**config.mk**
```make
export PLATFORM = sky130hd
export DESIGN_NAME = nn_weight_sng
export DESIGN_NICKNAME = d
export VERILOG_FILES = /design/src/rtl/nn_sng_pkg.sv /design/src/rtl/sng_channel.sv /design/src/rtl/nn_weight_sng.sv
export SDC_FILE = /design/constraint.sdc
export NUM_CORES = 1
export LEC_CHECK = 0
export ABC_AREA = 1
export BUFFER_PORTS_ARGS = -buffer_cell sky130_fd_sc_hd__buf_2
export CORE_UTILIZATION = 48
export CTS_BUF_LIST = sky130_fd_sc_hd__clkbuf_16
export DETAILED_ROUTE_END_ITERATION = 16
export HOLD_SLACK_MARGIN = 0.02
export PLACE_DENSITY_LB_ADDON = 0.3
export SYNTH_ARGS = -nofsm -noshare
export SYNTH_HDL_FRONTEND = slang
export SYNTH_HIERARCHICAL = 1
export SYNTH_SLANG_ARGS = --single-unit
```
**constraint.sdc**
```tcl
create_clock -name CLK -period 1.5 [get_ports CLK]
set_input_delay 0.075 -clock CLK [delete_from_list [all_inputs] [get_ports CLK]]
set_output_delay 0.075 -clock CLK [all_outputs]
set_load 0.01 [all_outputs]
```
**src/rtl/nn_sng_pkg.sv**
```systemverilog
// Shared constants for the weight stochastic-number generator: default sizes,
// FSM state encoding, per-channel LFSR seeds and maximal-length tap masks.
package nn_sng_pkg;

    localparam int SNG_N_DEFAULT = 3;
    localparam int SNG_W_DEFAULT = 8;

    typedef enum logic {
        ST_OPEN    = 1'b0,
        ST_PENDING = 1'b1
    } ld_state_e;

    // Feedback mask for a shift-left Fibonacci LFSR; bit k set means state[k] feeds the XOR.
    // W=8 gives taps 8,6,5,4 (x^8+x^6+x^5+x^4+1).
    function automatic logic [31:0] tap_mask(input int w);
        logic [31:0] m;
        case (w)
            3:       m = 32'h0000_0006;
            4:       m = 32'h0000_000C;
            5:       m = 32'h0000_0014;
            6:       m = 32'h0000_0030;
            7:       m = 32'h0000_0060;
            8:       m = 32'h0000_00B8;
            9:       m = 32'h0000_0110;
            10:      m = 32'h0000_0240;
            11:      m = 32'h0000_0500;
            12:      m = 32'h0000_0829;
            13:      m = 32'h0000_100D;
            14:      m = 32'h0000_2015;
            15:      m = 32'h0000_6000;
            16:      m = 32'h0000_D008;
            default: m = 32'h0000_00B8;
        endcase
        return m;
    endfunction

    // Seed table, one entry per channel; the low bytes are distinct and nonzero
    // so every channel starts at a different point of the sequence.
    function automatic logic [31:0] seed_of(input int idx, input int w);
        logic [31:0] v;
        logic [31:0] m;
        case (idx)
            0:       v = 32'h0000_B5E1;
            1:       v = 32'h0000_3C27;
            2:       v = 32'h0000_9A4D;
            3:       v = 32'h0000_6E93;
            4:       v = 32'h0000_1F5B;
            5:       v = 32'h0000_D2C8;
            6:       v = 32'h0000_47B6;
            7:       v = 32'h0000_A83F;
            8:       v = 32'h0000_2D71;
            9:       v = 32'h0000_F30A;
            10:      v = 32'h0000_8C64;
            11:      v = 32'h0000_51D9;
            12:      v = 32'h0000_E7A2;
            13:      v = 32'h0000_0B3C;
            14:      v = 32'h0000_7694;
            15:      v = 32'h0000_C85F;
            default: v = (32'(idx) * 32'h0000_9E37) + 32'h1;
        endcase
        m = (w >= 32) ? 32'hFFFF_FFFF : ((32'h1 << w) - 32'h1);
        v = v & m;
        if (v == 32'h0) begin
            v = 32'h1;
        end
        return v;
    endfunction

endpackage

```
**src/rtl/sng_channel.sv**
```systemverilog
// One stochastic channel: maximal-length LFSR, compare against the weight,
// registered output bit that is forced low while disabled.
module sng_channel
    import nn_sng_pkg::*;
#(
    parameter int W   = SNG_W_DEFAULT,
    parameter int IDX = 0
) (
    input  logic         i_clk,
    input  logic         i_rst_n,
    input  logic         i_en,
    input  logic [W-1:0] i_weight,
    output logic         o_bit
);

    localparam logic [31:0]  SEED_FULL = seed_of(IDX, W);
    localparam logic [31:0]  TAP_FULL  = tap_mask(W);
    localparam logic [W-1:0] SEED      = SEED_FULL[W-1:0];
    localparam logic [W-1:0] TAPS      = TAP_FULL[W-1:0];

    logic [W-1:0] r_lfsr;
    logic         r_bit;
    logic         w_fb;
    logic         w_cmp;

    assign w_fb  = ^(r_lfsr & TAPS);
    assign w_cmp = (r_lfsr <= i_weight);

    // The LFSR never visits zero, so over one period the compare is true for exactly i_weight states.
    always_ff @(posedge i_clk or negedge i_rst_n) begin
        if (!i_rst_n) begin
            r_lfsr <= SEED;
            r_bit  <= 1'b0;
        end else if (i_en) begin
            r_lfsr <= {r_lfsr[W-2:0], w_fb};
            r_bit  <= w_cmp;
        end else begin
            r_bit  <= 1'b0;
        end
    end

    assign o_bit = r_bit;

endmodule

```
**src/rtl/nn_weight_sng.sv**
```systemverilog
// Weight/bias bitstream generator: N+1 LFSR channels with shadow/active weight
// banks; commits taken while running are deferred to the period boundary.
module nn_weight_sng
    import nn_sng_pkg::*;
#(
    parameter  int N  = SNG_N_DEFAULT,
    parameter  int W  = SNG_W_DEFAULT,
    localparam int IW = $clog2(N + 1)
) (
    input  logic          CLK,
    input  logic          INIT,
    input  logic          EN,
    input  logic          LD_VALID,
    input  logic [IW-1:0] LD_IDX,
    input  logic [W-1:0]  LD_DATA,
    input  logic          LD_COMMIT,
    output logic          LD_READY,
    output logic [N-1:0]  alpha,
    output logic          beta,
    output logic          PERIOD_DONE
);

    localparam logic [W-1:0] CNT_LAST = {{(W-1){1'b1}}, 1'b0};

    ld_state_e    r_state;
    ld_state_e    w_next_state;
    logic [W-1:0] r_cnt;
    logic [W-1:0] r_shadow      [N+1];
    logic [W-1:0] r_active      [N+1];
    logic [W-1:0] w_shadow_next [N+1];
    logic         w_ready;
    logic         w_write;
    logic         w_commit;
    logic         w_period_done;
    logic [N:0]   w_bits;

    assign w_period_done = EN && (r_cnt == CNT_LAST);
    assign w_write       = LD_VALID && w_ready;

    always_ff @(posedge CLK or negedge INIT) begin
        if (!INIT) begin
            r_state <= ST_OPEN;
        end else begin
            r_state <= w_next_state;
        end
    end

    // A commit while stopped applies at once; while running it waits for the
    // period boundary, or for the first stopped cycle if EN drops first.
    always_comb begin
        w_next_state = r_state;
        w_ready      = 1'b0;
        w_commit     = 1'b0;
        case (r_state)
            ST_OPEN: begin
                w_ready = 1'b1;
                if (LD_COMMIT) begin
                    if (EN) begin
                        w_next_state = ST_PENDING;
                    end else begin
                        w_commit = 1'b1;
                    end
                end
            end
            ST_PENDING: begin
                if (!EN || w_period_done) begin
                    w_commit     = 1'b1;
                    w_next_state = ST_OPEN;
                end
            end
            default: w_next_state = ST_OPEN;
        endcase
    end

    // Indices above N match no entry, so those writes fall away.
    always_comb begin
        for (int i = 0; i <= N; i++) begin
            w_shadow_next[i] = r_shadow[i];
            if (w_write && (LD_IDX == IW'(i))) begin
                w_shadow_next[i] = LD_DATA;
            end
        end
    end

    always_ff @(posedge CLK or negedge INIT) begin
        if (!INIT) begin
            for (int i = 0; i <= N; i++) begin
                r_shadow[i] <= '0;
                r_active[i] <= '0;
            end
        end else begin
            for (int i = 0; i <= N; i++) begin
                r_shadow[i] <= w_shadow_next[i];
                if (w_commit) begin
                    r_active[i] <= w_shadow_next[i];
                end
            end
        end
    end

    always_ff @(posedge CLK or negedge INIT) begin
        if (!INIT) begin
            r_cnt <= '0;
        end else if (EN) begin
            r_cnt <= (r_cnt == CNT_LAST) ? '0 : (r_cnt + W'(1));
        end
    end

    for (genvar gi = 0; gi <= N; gi++) begin : g_ch
        sng_channel #(
            .W   (W),
            .IDX (gi)
        ) u_ch (
            .i_clk    (CLK),
            .i_rst_n  (INIT),
            .i_en     (EN),
            .i_weight (r_active[gi]),
            .o_bit    (w_bits[gi])
        );
    end

    assign alpha       = w_bits[N-1:0];
    assign beta        = w_bits[N];
    assign LD_READY    = w_ready;
    assign PERIOD_DONE = w_period_done;

endmodule

```
==> flow_summary.ini <==
[timing]
finalSetupViolCount = 7
worst_slew_pin_slew_ns = 0.450
rsz0062_at_grt = true
fin_crit_sh_pct = 101
finalHoldViolations = 0
maxSlewViolCount = 0
layout_min_cycle_time_ns = 1.51
fmax_ghz = 0.661
clock_skew_ns = 0.00919
hold_ws_ns = 0.0865
fin_setup_tns_ns = -0.0499
max_slew_margin_pct = 70.0
setup_ws_ns = -0.0130

[die]
die_y_um = 107
chipWidth_um = 107
core-area_mm2 = 0.0108
ioPinCount = 21
dieArea_mm2 = 0.0115
rows = 38
start_util_pct = 49.2

[yosys]
synth.area.top_cells = dfrtp_1, nand2_1, ha_1
synth_fp_nets = 651
ys_warn_count = 6
yosysUniqueCellTypes = 29
seq_area_frac_synth_pct = 51.5
syn_area_per_cell_um2 = 8.86
yosys.area.top_type = dfrtp_1
netlist_area_mm2 = 0.00533
ys_seq_elements = 109
synth_top_cell_area_share_pct = 43.6
synthCells = 602

[final_layout]
n_fill_cell = 963
syn2layout_area_growth_pct = 15.8
antenna_cells = 0
drive_above_1_share_pct = 20.1
nets = 686
stdcell_area_mm2 = 0.00617
mostFrequentLayoutCells = nand2_1, dfrtp_1, inv_1
final_common_cell = nand2_1

[setup_path]
critPathLaunchType = input pin
cp_data_arrival_time_ns = 1.80
cp_common_cell = nand2_1
setup.worst_path.class = input pin to flip-flop
cpPeakStageDelay_ns = 0.53
critPathCaptureType = flip-flop
crit_chain = dlygate4sd3_1, buf_2, nand2_1, buf_4, nand3_1, nand2_1
cp_max_fo = 32
crit_path_top_delay_cell = dlygate4sd3_1
required_ns = 1.79

[global_routing]
grt_overflow_total = 0
grt_pass1_vias = 3874
grt_pass1_wl_um = 17400
track_usage_pct = 19.6
antenna_found_initial = 0
grt_max_degree = 48

[clocking]
cts-root-buf = clkbuf_16
cts_buffers = 9
tritoncts = built
clk_path_buf_depth = 2
path_clk_slew_ns = 0.07
cts.sinks = 109
cts_max_level = 3
insertion_delay_ns = 0.35

[worst_hold_path]
hold_path_class = input pin to flip-flop

[placed_design]
pre_cts_slack_ns = -0.101
dpl_cell_area_mm2 = 0.00561
post-dp-hpwl_um = 7120
port_buffers = 20
globalplace.congestion = 0.776

[power_and_ir_drop]
power_density_mw_per_mm2 = 1560
p_total_uw = 9620
vdd_drop_max_mv = 0.730
p_leak_uw = 0.00317

[run_status]
violations = negative setup slack
status = complete, but fails checks

[route]
first_iter_violations = 149
viasPerCell = 4.99
first_pass_iters = 4
drc = 0
vias = 3906
wire_per_inst_um = 14.0
routed_wl_um = 11000
ant_nets = 0

[flow_run]
drv_cap = 0
[area by class of cell]
class | instances | area (um^2) | area share, %
clock inverters | 7 | 56.3 | 0.912
repair buffers | 40 | 344 | 5.57
multi-input cells | 396 | 2320 | 37.6
clock buffers | 9 | 225 | 3.65
inverters | 81 | 304 | 4.92
well taps | 140 | 175 | 2.84
flip-flops and latches | 109 | 2750 | 44.5
[critical path: cells and delay by family]
kind / cells / cell delay, ns
buffers and inverters: 3 / 1.15
and+or+nand+nor: 3 / 0.58
[cell families (layout without fill, tap and decap cells)]
family / Yosys count / count (layout) / synth area share (%)
compound gates: 82 / 82 / 8.66
xor+xnor: 9 / 9 / 1.48
fa+ha+maj: 34 / 34 / 7.98
buf+inv: 98 / 137 / 8.09
flops: 109 / 109 / 51.5
simple gates: 270 / 271 / 22.3
[flip-flops by register name (all words and copies together), names as in the netlist]
register	cells
r_cnt	8
r_shadow	32
r_state	1
g_ch.u_ch/o_bit	4
g_ch.u_ch/r_lfsr	32
r_active	32
[power breakdown]
part	switching (uW)	internal, uW	total, uW
combinational	1700	1260	2960
clock	1120	1150	2260
sequential	545	3850	4390
[per-layer routing]
layer  global-route usage, %  vias up  part of all wire [%]
li1                        -     1985                     -
met1                    23.4     1850                    44
met2                    34.2       59                    51
met3                    3.45       12                   3.3
met4                    9.78        0                   1.5
met5                       0        -                     0
[Yosys cell counts (all sizes together)]
master / n
xnor2: 4
a31oi: 1
buf: 17
nand3: 44
xor2: 5
o21ai: 62
ha: 34
a21boi: 1
nand4: 5
a21oi: 14
a21o: 4
dfrtp: 93
nand2: 187
dfstp: 16
and3: 1
nor3: 3
nand2b: 8
nor2: 21
or2: 1
inv: 81
[per-stage QoR]
step | utilization, % | cells
after floorplan | - | 602
after global placement | 51.8 | 757
after detailed placement | 51.8 | 757
after CTS | 54.9 | 776
after global routing | 57.0 | 782
final | 57.0 | 782
[final timing paths]
check	startpoint	end	slack [ns]	cells after the start
hold / removal	EN	r_cnt[7]$_DFFE_PN0P_	0.09	4
min in group asynchronous	INIT	g_ch[3].u_ch/r_lfsr[2]$_DFFE_PN0P_	0.16	2
setup reg to reg	r_state$_DFF_PN0_	r_active[11]$_DFFE_PN0P_	-0.01	5
hold reg to reg	r_shadow[29]$_DFF_PN0_	r_shadow[29]$_DFF_PN0_	0.48	2
max in group asynchronous	INIT	g_ch[2].u_ch/r_lfsr[3]$_DFFE_PN1P_	0.75	3
setup / recovery	LD_COMMIT	r_active[9]$_DFFE_PN0P_	-0.01	6
[repair_timing]
action,CTS,global route
hold buffers,2,0
setup endpoints to repair,35,36
pin swaps,4,25
gates cloned,0,4
setup buffers,1,2
resized for setup,7,30
endpoints found under the hold margin,102,0
No activity file was read; power rests on OpenSTA's default activity.
